[src/rtl/mem_arbiter.sv]
// Two-master (IFU, LSU) to one-slave memory arbiter; one transaction in flight, 3-cycle best-case latency.
// Optional `MEM_ARB_ROUND_ROBIN_EN: alternate grants on ties; default is fixed priority LSU > IFU.
module mem_arbiter #(
    parameter int ADDR_W = 32,
    parameter int DATA_W = 32
) (
    input  logic                clk,
    input  logic                rst_n,
    input  logic                if_req_valid,
    output logic                if_req_ready,
    input  logic [ADDR_W-1:0]   if_addr,
    output logic                if_rsp_valid,
    output logic [DATA_W-1:0]   if_rsp_data,
    input  logic                ls_req_valid,
    output logic                ls_req_ready,
    input  logic                ls_we,
    input  logic [ADDR_W-1:0]   ls_addr,
    input  logic [DATA_W-1:0]   ls_wdata,
    input  logic [DATA_W/8-1:0] ls_wstrb,
    output logic                ls_rsp_valid,
    output logic [DATA_W-1:0]   ls_rsp_data,
    output logic                mem_req,
    output logic                mem_we,
    output logic [ADDR_W-1:0]   mem_addr,
    output logic [DATA_W-1:0]   mem_wdata,
    output logic [DATA_W/8-1:0] mem_wstrb,
    input  logic                mem_gnt,
    input  logic                mem_rvalid,
    input  logic [DATA_W-1:0]   mem_rdata
);
    localparam int STRB_W = DATA_W / 8;

    typedef enum logic [1:0] {IDLE, REQ, WAIT, RESP} state_t;

    state_t              state_q, state_d;
    logic                own_ls_q, own_ls_d;
    logic                we_q, we_d;
    logic [ADDR_W-1:0]   addr_q, addr_d;
    logic [DATA_W-1:0]   wdata_q, wdata_d;
    logic [STRB_W-1:0]   wstrb_q, wstrb_d;
    logic [DATA_W-1:0]   if_rdata_q, if_rdata_d;
    logic [DATA_W-1:0]   ls_rdata_q, ls_rdata_d;
    logic                grant_ls;
    logic                idle;

`ifdef MEM_ARB_ROUND_ROBIN_EN
    // last_ls_q: 1 when the LSU was the most recently accepted master.
    logic last_ls_q, last_ls_d;

    always_comb begin
        if (if_req_valid && ls_req_valid) begin
            grant_ls = !last_ls_q;
        end else begin
            grant_ls = ls_req_valid;
        end
        last_ls_d = last_ls_q;
        if (if_req_ready || ls_req_ready) begin
            last_ls_d = ls_req_ready;
        end
    end
`else
    assign grant_ls = ls_req_valid;
`endif

    // Readies are masked during reset so no master sees a phantom accept.
    assign idle         = rst_n && (state_q == IDLE);
    assign ls_req_ready = idle && grant_ls;
    assign if_req_ready = idle && if_req_valid && !grant_ls;

    always_comb begin
        state_d    = state_q;
        own_ls_d   = own_ls_q;
        we_d       = we_q;
        addr_d     = addr_q;
        wdata_d    = wdata_q;
        wstrb_d    = wstrb_q;
        if_rdata_d = if_rdata_q;
        ls_rdata_d = ls_rdata_q;
        case (state_q)
            IDLE: begin
                if (ls_req_ready) begin
                    own_ls_d = 1'b1;
                    we_d     = ls_we;
                    addr_d   = ls_addr;
                    wdata_d  = ls_wdata;
                    wstrb_d  = ls_we ? ls_wstrb : '0;
                    state_d  = REQ;
                end else if (if_req_ready) begin
                    own_ls_d = 1'b0;
                    we_d     = 1'b0;
                    addr_d   = if_addr;
                    wdata_d  = '0;
                    wstrb_d  = '0;
                    state_d  = REQ;
                end
            end
            REQ: begin
                if (mem_gnt) begin
                    state_d = WAIT;
                end
            end
            WAIT: begin
                if (mem_rvalid) begin
                    if (own_ls_q) begin
                        ls_rdata_d = we_q ? '0 : mem_rdata;
                    end else begin
                        if_rdata_d = mem_rdata;
                    end
                    state_d = RESP;
                end
            end
            RESP: begin
                state_d = IDLE;
            end
            default: begin
                state_d = IDLE;
            end
        endcase
    end

    always_ff @(posedge clk) begin
        if (!rst_n) begin
            state_q    <= IDLE;
            own_ls_q   <= 1'b0;
            we_q       <= 1'b0;
            addr_q     <= '0;
            wdata_q    <= '0;
            wstrb_q    <= '0;
            if_rdata_q <= '0;
            ls_rdata_q <= '0;
`ifdef MEM_ARB_ROUND_ROBIN_EN
            last_ls_q  <= 1'b0;
`endif
        end else begin
            state_q    <= state_d;
            own_ls_q   <= own_ls_d;
            we_q       <= we_d;
            addr_q     <= addr_d;
            wdata_q    <= wdata_d;
            wstrb_q    <= wstrb_d;
            if_rdata_q <= if_rdata_d;
            ls_rdata_q <= ls_rdata_d;
`ifdef MEM_ARB_ROUND_ROBIN_EN
            last_ls_q  <= last_ls_d;
`endif
        end
    end

    assign mem_req      = (state_q == REQ);
    assign mem_we       = mem_req && we_q;
    assign mem_addr     = mem_req ? addr_q  : '0;
    assign mem_wdata    = mem_req ? wdata_q : '0;
    assign mem_wstrb    = mem_req ? wstrb_q : '0;

    assign if_rsp_valid = (state_q == RESP) && !own_ls_q;
    assign ls_rsp_valid = (state_q == RESP) && own_ls_q;
    assign if_rsp_data  = if_rdata_q;
    assign ls_rsp_data  = ls_rdata_q;
endmodule
[config.mk]
export PLATFORM = sky130hd
export DESIGN_NAME = mem_arbiter
export DESIGN_NICKNAME = d
export VERILOG_FILES = /design/src/rtl/mem_arbiter.sv
export SDC_FILE = /design/constraint.sdc
export NUM_CORES = 1
export LEC_CHECK = 0
export CORE_MARGIN = 3
export CORE_UTILIZATION = 42
export CTS_CLUSTER_DIAMETER = 40
export DETAILED_ROUTE_END_ITERATION = 6
export PLACE_DENSITY = 0.89
export SLEW_MARGIN = 0
export SYNTH_ARGS = -nofsm -noshare
export SYNTH_HDL_FRONTEND = slang
export SYNTH_SLANG_ARGS = --single-unit
[constraint.sdc]
create_clock -name clk -period 2 [get_ports clk]
set_input_delay 0.4 -clock clk [delete_from_list [all_inputs] [get_ports clk]]
set_output_delay 0.4 -clock clk [all_outputs]
set_load 0.01 [all_outputs]
==> results <==
==> metal layers <==
layer / vias to the layer above / track usage
li1: 2749 / -
met3: 33 / 0.0696
met4: 0 / 0.0940
met1: 2691 / 0.260
met5: - / 0
met2: 224 / 0.389
==> timing repair <==
action	in CTS	in global routing
endpoints found under the setup margin	74	67
resized for setup	292	82
pin swaps	2	16
cloned	2	6
buffers inserted	2	3
endpoints found under the hold margin	0	0
==> registers in the layout, summed over array words and instances, names as in the netlist <==
name         cells
wstrb_q          4
we_q             1
own_ls_q         1
ls_rsp_data     32
addr_q          32
state_q          2
if_rsp_data     32
wdata_q         32
==> synth_stat cells (all sizes together) <==
library cell	number
a21oi	2
dfxtp	136
and3	2
ha	4
a22oi	33
and3b	1
and2	70
nor2b	36
o211a	33
a21boi	64
and4	1
inv	3
o211ai	1
mux2i	33
o31ai	1
and4b	1
a221o	1
a221oi	1
clkbuf	28
nand3	1
buf	32
a32o	4
nand3b	33
nand2	131
nor2	1
==> metrics by stage <==
stage                     setup WS, ps  setup TNS (ps)
after CTS                         1.39               0
final                             23.3               0
after global routing             -36.1            -368
after floorplan                    297               0
after detailed placement          -110            -110
after global placement           -77.8           -77.8
==> cell families after synthesis <==
| logic type | after synthesis | synth area share |
|---|---|---|
| AO/OA/AOI/OAI | 140 | 0.189 |
| multiplexers | 33 | 0.0545 |
| buffers and inverters | 63 | 0.0589 |
| flip-flops | 136 | 0.449 |
| AND/OR/NAND/NOR | 277 | 0.240 |
| adder cells (fa/ha/maj) | 4 | 0.00826 |
==> power by group through the flow <==
stage               sequential (mW)  combinational, mW  clock [mW]
floorplan                      3.26               1.27           0
CTS                            3.22               2.45        3.38
global placement               3.25               2.24           0
finish                         3.24               2.84        3.32
global route                   3.29               3.07        3.51
detailed placement             3.27               2.29           0
==> path summary, 6_finish.rpt <==
check | end | cells past startpoint
setup / recovery | mem_wdata[11] | 6
hold / removal | state_q[0]$_SDFFE_PN0P_ | 3
setup reg to reg | ls_rsp_data[18]$_SDFFE_PN0P_ | 6
hold reg to reg | ls_rsp_data[30]$_SDFFE_PN0P_ | 2
==> cell type report <==
cell class,instances,share of cell area
Clock buffer,19,0.0444
Inverter,3,0.00141
Multi-Input combinational cell,454,0.318
Clock inverter,13,0.0198
Tap cell,180,0.0231
Timing Repair Buffer,306,0.313
Sequential cell,136,0.280
==> critical path, stage by stage, from the launching register on <==
cell       delay [ps]
dfxtp_2           350
inv_4              50
ha_4              170
buf_12            150
clkbuf_16         160
and2_1            150
buf_2             140
==> flow_summary.toml <==
[status]
status = "completed"

[detailed_routing]
vias = 5697
viasPerCell = 5.13
wire_per_inst_um = 17.1
met1_length_um = 7630
ant_nets = 0
dr_wl_met3_um = 1460
drcViolationCount = 0
drt-initial-drc-count = 270
routed_wl_um = 19000
drt-pass1-iter-count = 6
wl_met2_um = 9500
top_layer = "met4"

[clocking]
cts_tree = "built"
hold_buffers = 0
clkLatencyLatePin_ps = 410
cts_root_buf = "clkbuf_16"
cts_sinks = 136
h-tree-depth = 4
clockBufferDepth = 2
cts_buffers = 17
clk_pin_slew_ps = 60

[sta]
min_period_ps = 1980
max_slew_margin = 0.558
setup_viol = 0
finalHoldViolCount = 0
min_period_over_period = 0.988
slew_violations = 0
whs_ps = 308
worst_pin_slew_ps = 663
timing.fmax_mhz = 506
grt_setup_unrepaired = "yes"
skew_ps = 8.04

[power]
sw_frac_of_total = 0.288
power_mw = 9.41
power.density_nw_per_um2 = 965
p_clk_frac = 0.353
vdd_drop_max_uv = 594
p_leak_nw = 4.11
comb_power_share = 0.302
seq_power_share = 0.345
p_int_mw = 6.70
power.switching_mw = 2.71

[setup_path]
startpoint = "state_q[1]$_SDFFE_PN0P_"
required_ps = 1600
reg2reg_from = "state_q[1]$_SDFFE_PN0P_"
crit_arrival_ps = 1580
worstPathMaxFanout = 7
crit_path_end_kind = "output port"
crit_type = "register to output port"
ff2ff_setup_slack_ps = 380
startpoint_type = "register"

[grt]
grt_pass1_vias = 5824
grt_overflow_total = 0
grt_pass1_wl_um = 29300
grt_antenna_before_repair = 0
groute.usage.overall = 0.226
grt_max_degree = 80

[finish]
multiInputGateArea_sq_um = 3100
final_common_cell = "clkdlybuf4s50_1"
final_cell_area_sq_um = 9740
drive_gt1_frac = 0.191
regArea_sq_um = 2730
num-nets-final = 1061
area_growth_pct = 60.8
final_cells = 1111
antenna_cells = 0
post-route-util = 0.697
final_cell_mix = "clkdlybuf4s50_1 (200), dfxtp_1 (134), nand2_1 (131)"
n_fill_cell = 1084

[placement]
dpl.hpwl_um = 12400
gp_congestion = 0.793
portBuffers = 276
place_inst = 1068
place_area_sq_um = 8890

[floorplanning]
die_area_sq_um = 15900
start_util = 0.433
io_pins = 277
core_sq_um = 14000
die_x_um = 126
rows = 43
die_h_um = 126

[job]
cap_violations = 0

[logic_synthesis]
synthTopCellsByArea = "dfxtp_1 (45%), nand2_1 (8.1%), and2_1 (7.2%)"
synth-seq-cells = 136
postSynthCellCount = 653
ys_warn_count = 0
synth_top_area_frac = 0.449
avgSynthCellArea_sq_um = 9.28
syn_nets = 796
synth_cell_types = 29
yosysTopAreaCell = "dfxtp_1"
synth_area_sq_um = 6060
seq_area_frac_synth = 0.449

[min_path]
holdCritPathClass = "input port to register"
hp-start = "rst_n"
Note: power is estimated with default switching activity, not from simulation.
